===== config.mk =====
export PLATFORM = sky130hd
export DESIGN_NAME = hs_sync_fifo
export DESIGN_NICKNAME = d
export VERILOG_FILES = /design/src/rtl/hs_sync_fifo.sv
export SDC_FILE = /design/constraint.sdc
export NUM_CORES = 1
export LEC_CHECK = 0
export ABC_CLOCK_PERIOD_IN_PS = 2800
export CORE_MARGIN = 2
export CORE_UTILIZATION = 45
export CTS_BUF_LIST = sky130_fd_sc_hd__clkbuf_8
export DETAILED_ROUTE_END_ITERATION = 6
export DONT_BUFFER_PORTS = 1
export PLACE_DENSITY = 0.62
export SLEW_MARGIN = 0
export SYNTH_ARGS = -nofsm -noshare
export SYNTH_HDL_FRONTEND = slang
export SYNTH_SLANG_ARGS = --single-unit

===== constraint.sdc =====
create_clock -name clk -period 2.8 [get_ports clk]
set_input_delay 0.56 -clock clk [delete_from_list [all_inputs] [get_ports clk]]
set_output_delay 0.56 -clock clk [all_outputs]
set_load 0.02 [all_outputs]

===== src/rtl/hs_sync_fifo.sv =====
// hs_sync_fifo: first-word-fall-through valid/ready FIFO that breaks the ready path.
//
// Ports:
//   clk, rst_n          rising-edge clock, asynchronous active-low reset
//   m_valid/m_data      upstream beat offered to the FIFO
//   m_ready             FIFO has a free slot (registered state only)
//   s_valid/s_data      head entry presented downstream (registered state only)
//   s_ready             downstream accepts the head entry
//   count               occupancy, 0..DEPTH
//   almost_full         count >= AF_LEVEL, only when HS_FIFO_WATERMARK_EN is defined
//
// Optional feature macro: HS_FIFO_WATERMARK_EN (adds almost_full).
module hs_sync_fifo #(
   parameter int WIDTH    = 8,
   parameter int DEPTH    = 4,
   parameter int AF_LEVEL = 3
) (
   input  logic                     clk,
   input  logic                     rst_n,
   input  logic                     m_valid,
   input  logic [WIDTH-1:0]         m_data,
   output logic                     m_ready,
   output logic                     s_valid,
   output logic [WIDTH-1:0]         s_data,
   input  logic                     s_ready,
`ifdef HS_FIFO_WATERMARK_EN
   output logic                     almost_full,
`endif
   output logic [$clog2(DEPTH):0]   count
);
   localparam int AW = $clog2(DEPTH);
   localparam int PW = AW + 1;

   if (DEPTH < 2 || (DEPTH & (DEPTH - 1)) != 0) begin : g_bad_depth
      $error("hs_sync_fifo: DEPTH must be a power of 2, at least 2");
   end
   if (AF_LEVEL < 1 || AF_LEVEL > DEPTH) begin : g_bad_af
      $error("hs_sync_fifo: AF_LEVEL must be in 1..DEPTH");
   end

   logic [WIDTH-1:0] mem_q [DEPTH];
   logic [PW-1:0]    wr_ptr_q, wr_ptr_d;
   logic [PW-1:0]    rd_ptr_q, rd_ptr_d;
   logic [PW-1:0]    count_q, count_d;
   logic             full, empty, push, pop;

   // Extra pointer MSB distinguishes full from empty when the low bits match.
   assign full    = (wr_ptr_q[AW] != rd_ptr_q[AW]) && (wr_ptr_q[AW-1:0] == rd_ptr_q[AW-1:0]);
   assign empty   = wr_ptr_q == rd_ptr_q;
   assign m_ready = !full;
   assign s_valid = !empty;
   assign s_data  = mem_q[rd_ptr_q[AW-1:0]];
   assign count   = count_q;
   assign push    = m_valid && m_ready;
   assign pop     = s_valid && s_ready;

   always_comb begin
      wr_ptr_d = wr_ptr_q + PW'(push);
      rd_ptr_d = rd_ptr_q + PW'(pop);
      count_d  = count_q + PW'(push) - PW'(pop);
   end

   always_ff @(posedge clk or negedge rst_n) begin
      if (!rst_n) begin
         wr_ptr_q <= '0;
         rd_ptr_q <= '0;
         count_q  <= '0;
         for (int i = 0; i < DEPTH; i++) mem_q[i] <= '0;
      end else begin
         wr_ptr_q <= wr_ptr_d;
         rd_ptr_q <= rd_ptr_d;
         count_q  <= count_d;
         if (push) mem_q[wr_ptr_q[AW-1:0]] <= m_data;
      end
   end

`ifdef HS_FIFO_WATERMARK_EN
   localparam logic [PW-1:0] AF_L = PW'(AF_LEVEL);
   assign almost_full = count_q >= AF_L;
`endif
endmodule


# == Word level (Yosys, flattened, before mapping) ==
# Index checks and enable logic that the tools add are counted.
# op_classes
addsub,4
n_mul,0
div_mod_pow,0
order_cmp,3
eq_ne,3
shifts,0
muxes,6
bitwise_logic,2
reduce_logical,6
# op_table
cell,n
bitwise mux 32 bit,1
two-way mux 8 bit,3
binary-select mux 8 bit (select 2 bit),1
demux 8 bit (select 2 bit),1
adder 3 x 1 -> 3 bit,3
">= comparator 3 bit, second input constant",2
inverter 2 -> 3 bit,2
logical AND 1 bit,4
equality test 3 bit,1
"less-than comparator 3 x 1 -> 1 bit, second input constant",1
subtractor 3 x 1 -> 3 bit,1
equality test 2 bit,1
logical NOT 1 bit,2
!= test 1 bit,1
# totals
regBits,41
latchBits,0
ram_bits,0
romBits,0
in_bits,12
out_inout_bits,13
elab_cells,31
memories,0

# == Depth between registers and ports, before layout ==
# logic_depth
depth_word,6
depth_mapped,10
mapped_depth_nobuf,9

# == Worst setup path before layout ==
# OpenSTA, ideal clock, no wires.
# synth_timing
path_type,reg-to-reg
start,reg rd_ptr_q[0]
end,"reg count_q[2], in the netlist count[2]"
setup_ns,0.123
arrival_ns,2.387
required_time_ns,2.677
path_slack_ns,0.290
path_stages_with_launch,11
path_buffers,1
synth_period_minus_slack_ns,2.510
cell_sequence,dfrtp_1 > buf_2 > xnor2_1 > nand3_1 > and2_1 > ha_1 > inv_1 > ha_1 > fa_1 > xnor2_1 > xnor2_1
# synth_between
word_cells_on_any_way,9
cone_classes,2 x add/sub; 2 x eq/ne; 5 x reduce/logical
# synth_lines
element,line,source
start: declaration,43,"logic [PW-1:0] rd_ptr_q, rd_ptr_d;"
start signal: assignment,71,rd_ptr_q <= rd_ptr_d;
equality test 3 bit,49,assign empty = wr_ptr_q == rd_ptr_q;
logical NOT 1 bit,51,assign s_valid = !empty;
net s_valid,23,"output logic s_valid,"
logical AND 1 bit,55,assign pop = s_valid && s_ready;
subtractor 3 x 1 -> 3 bit,60,count_d = count_q + PW'(push) - PW'(pop);
net count_d[2],44,"logic [PW-1:0] count_q, count_d;"
end signal: assignment,72,count_q <= count_d;
end: declaration,44,
# The timed path passes the listed nets, and every way through them passes these cells.
# A chain may end at the register's enable or synchronous reset.

# == Worst setup path in the final report ==
# layout_timing
start,reg rd_ptr_q[2]
end,"reg count_q[2], in the netlist count[2]"
# layout_between
elab_chain_cells,6
word_cells_on_any_way,9
cone_classes,2 x add/sub; 2 x eq/ne; 5 x reduce/logical
# layout_rtl
element,line,source
!= test 1 bit,48,assign full = (wr_ptr_q[AW] != rd_ptr_q[AW]) && (wr_ptr_q[AW-1:0] == rd_ptr_q[AW-1:0]);
logical AND 1 bit,48,
logical NOT 1 bit,50,assign m_ready = !full;
net m_ready,22,"output logic m_ready,"
logical AND 1 bit,54,assign push = m_valid && m_ready;
adder 3 x 1 -> 3 bit,60,
subtractor 3 x 1 -> 3 bit,60,
net count_d[2],44,
# The timed path passes the listed nets, and every way through them passes these cells.

==> results.ini <==
[run_status]
status=complete, no violations

[route]
drt-pass1-iter-count=2
ant_nets=0
dr_total_vias=995
routedWlPerCell_um=18.79
post_drt_via_cell_ratio=5.718
route.detailed.drc=0
wl_mm=3.269
drt_iter0_drc=40

[global_route]
grt_max_degree=42
grt_antenna_before_repair=0
grt-busiest-layer=met2
met3_usage_pct=4.678
gr-usage-met1_pct=17.98
overflow=0
grt_use_total_pct=15.04
grt_util_met2_pct=24.68
grt_pass1_wl_mm=5.506
grt_pass1_vias=1110

[setup_path]
r2r_setup_slack_ns=0.45
critPathTopFamily=adder cells
arrival_ns=2.52
cpPeakStageDelay_ns=0.42
critPathMaxFanout=3
path_buf_inv=1
cp_slowest_cell=dfrtp_1
crit_path_end_kind=flop
r2r_start=rd_ptr_q[2]
required_ns=2.98
path_class=flop to flop
rr_worst_depth=9
reg2reg_to=count[2]
start_kind=flop
path_cells=xor2_1, nand3_1, nand2_1, ha_1, inv_1, ha_1, fa_1, xnor2_1, xnor2_1

[timing]
slew_viol_final=0
setup_violations=0
grt_setup_unrepaired=no
slew_headroom_pct=54.73
fin_crit_ns=2.347
hold_viol=0
setup_tns_ns=0
fmax_mhz=426.1
worst_pin_slew_ns=0.6791
layout_setup_ws_ns=0.4533
whs_ns=0.09613
fin_crit_sh_pct=83.81
clock_skew_ns=0.004858

[cells_and_area]
area_growth_pct=9.987
layout.cells.non_filler=174
drive_above_1_share_pct=41.94
insertedDiodeCount=0
final_nets=142

[clocking]
h-tree-depth=2
cts_buffers=5
cts.sinks=41
ctsHoldBuffers=1
cts_buffer_depth=2
cts_tree=yes
clkTransAtPathRegs_ns=0.08
ctsResizeCount=0
cts_root_buffer=clkbuf_8
post_cts_buffers=0
insertion_delay_ns=0.29

[die]
core_region_area_um2=4029
die_w_um=69.05
start_util_pct=47.27
die_h_um=69.05
rows=23
num_io_pins=25
dieArea_um2=4768

[power]
p_per_area_nw_per_um2=1381
clkPwrFrac_pct=16.7
p_leak_nw=0.9201
comb_power_share_pct=44.5
swShare_pct=36.13
peakVddDrop_mv=0.6433
power_frac_seq_pct=38.8
p_sw_mw=1.045
total_power_mw=2.892
cellInternalPower_mw=1.847

[synth]
ys_warn_count=0
synth_top_area_share_pct=53.88
syn_area_per_cell_um2=16.28
yosys.area.top_type=dfrtp_1
ys_top_cells_by_area=dfrtp_1 (54%), mux2_2 (14%), mux4_2 (9.5%)
synth_fp_nets=136
syn_inst=117
seq_area_frac_synth_pct=53.88
ys_types=18
synth-seq-cells=41
synth_area_um2=1904

[place]
preCtsSetupSlack_ns=0.4260
port_buffers=0
dp.cells=165
gp_congestion=0.7819
dp_hpwl_mm=2.203

[hold_path]
worst_hold_path_type=input pin to asynchronous set/reset pin

[job]
max_cap_violations=0

[power groups by stage]
stage	Sequential [mW]	Clock (mW)	Combinational, mW
2_1_floorplan	1.08	0	1.11
3_3_place_gp	1.11	0	1.26
3_5_place_dp	1.14	0	1.30
4_1_cts	1.13	0.493	1.32
5_1_grt	1.16	0.527	1.40
6_report	1.12	0.483	1.29
[per-layer routing]
layer,part of all wire [%],routed length (µm)
met5,0,0
met4,1.9,61
met3,4.6,151
met2,50,1638
met1,43,1418
[area by class of cell]
| type | count | area (µm²) |
|---|---|---|
| clock inverters | 2 | 33.78 |
| multi-input cells | 66 | 828.3 |
| clock buffers | 6 | 82.58 |
| well taps | 50 | 62.56 |
| inverters | 5 | 18.77 |
| repair buffers | 4 | 42.54 |
| fillers | 343 | 1934 |
| flip-flops and latches | 41 | 1026 |
[Yosys cell counts]
cell type / number
a311o_1: 1
a311oi_4: 1
and2_1: 2
buf_2: 4
buf_6: 1
dfrtp_1: 41
fa_1: 1
ha_1: 6
inv_1: 5
mux2_2: 24
mux2_4: 8
mux4_2: 8
nand2_1: 2
nand3_1: 2
nor2b_1: 1
o311a_1: 2
xnor2_1: 5
xor2_1: 3
[worst max-delay path by stage]
stage	start	to	slack [ns]	cells after the start
3_3_place_gp	rd_ptr_q[2]	count[2]	0.50	9
5_1_grt	rd_ptr_q[2]	count[2]	0.26	9
2_1_floorplan	rd_ptr_q[0]	count[2]	0.29	10
3_5_place_dp	rd_ptr_q[2]	count[2]	0.43	9
6_report	rd_ptr_q[2]	count[2]	0.45	9
4_1_cts	rd_ptr_q[2]	count[2]	0.43	9
[logic make-up after synthesis]
kind of cell               count (synthesis)  synth area share, %
DFF                                       41                53.88
muxes                                     40                29.96
buffers and inverters                     10                2.628
xor gates and xnor gates                   8                3.680
adders and majority gates                  7                4.993
and+or+nand+nor                            7                1.906
AOI/OAI and AO/OA                          4                2.957
[worst register-to-register path, cell delays in order, from the launching register on]
cell and delay, ns:
dfrtp_1 0.42, xor2_1 0.34, nand3_1 0.33, nand2_1 0.15
ha_1 0.12, inv_1 0.03, ha_1 0.18, fa_1 0.38
xnor2_1 0.15, xnor2_1 0.14
[flip-flops by register name (all words and copies together), names as in the netlist]
register and cells:
mem_q 32, count 3, rd_ptr_q 3, wr_ptr_q 3
[layout by cell type (no fill, tap or decap), types with 3 or more instances in the layout]
master	n
mux2_2	24
buf_4	3
dfrtp_1	41
inv_1	6
xor2_1	3
mux2_4	8
mux4_2	8
clkbuf_8	6
xnor2_1	5
ha_1	6
[per-stage QoR]
| stage | util, % | instance area, µm² |
|---|---|---|
| after global placement | 48.60 | 1958 |
| after global routing | 51.99 | 2095 |
| after detailed placement | 48.60 | 1958 |
| after floorplan | - | 1904 |
| final | 51.99 | 2095 |
| after CTS | 51.99 | 2095 |
No activity file was read; power rests on OpenSTA's default activity.
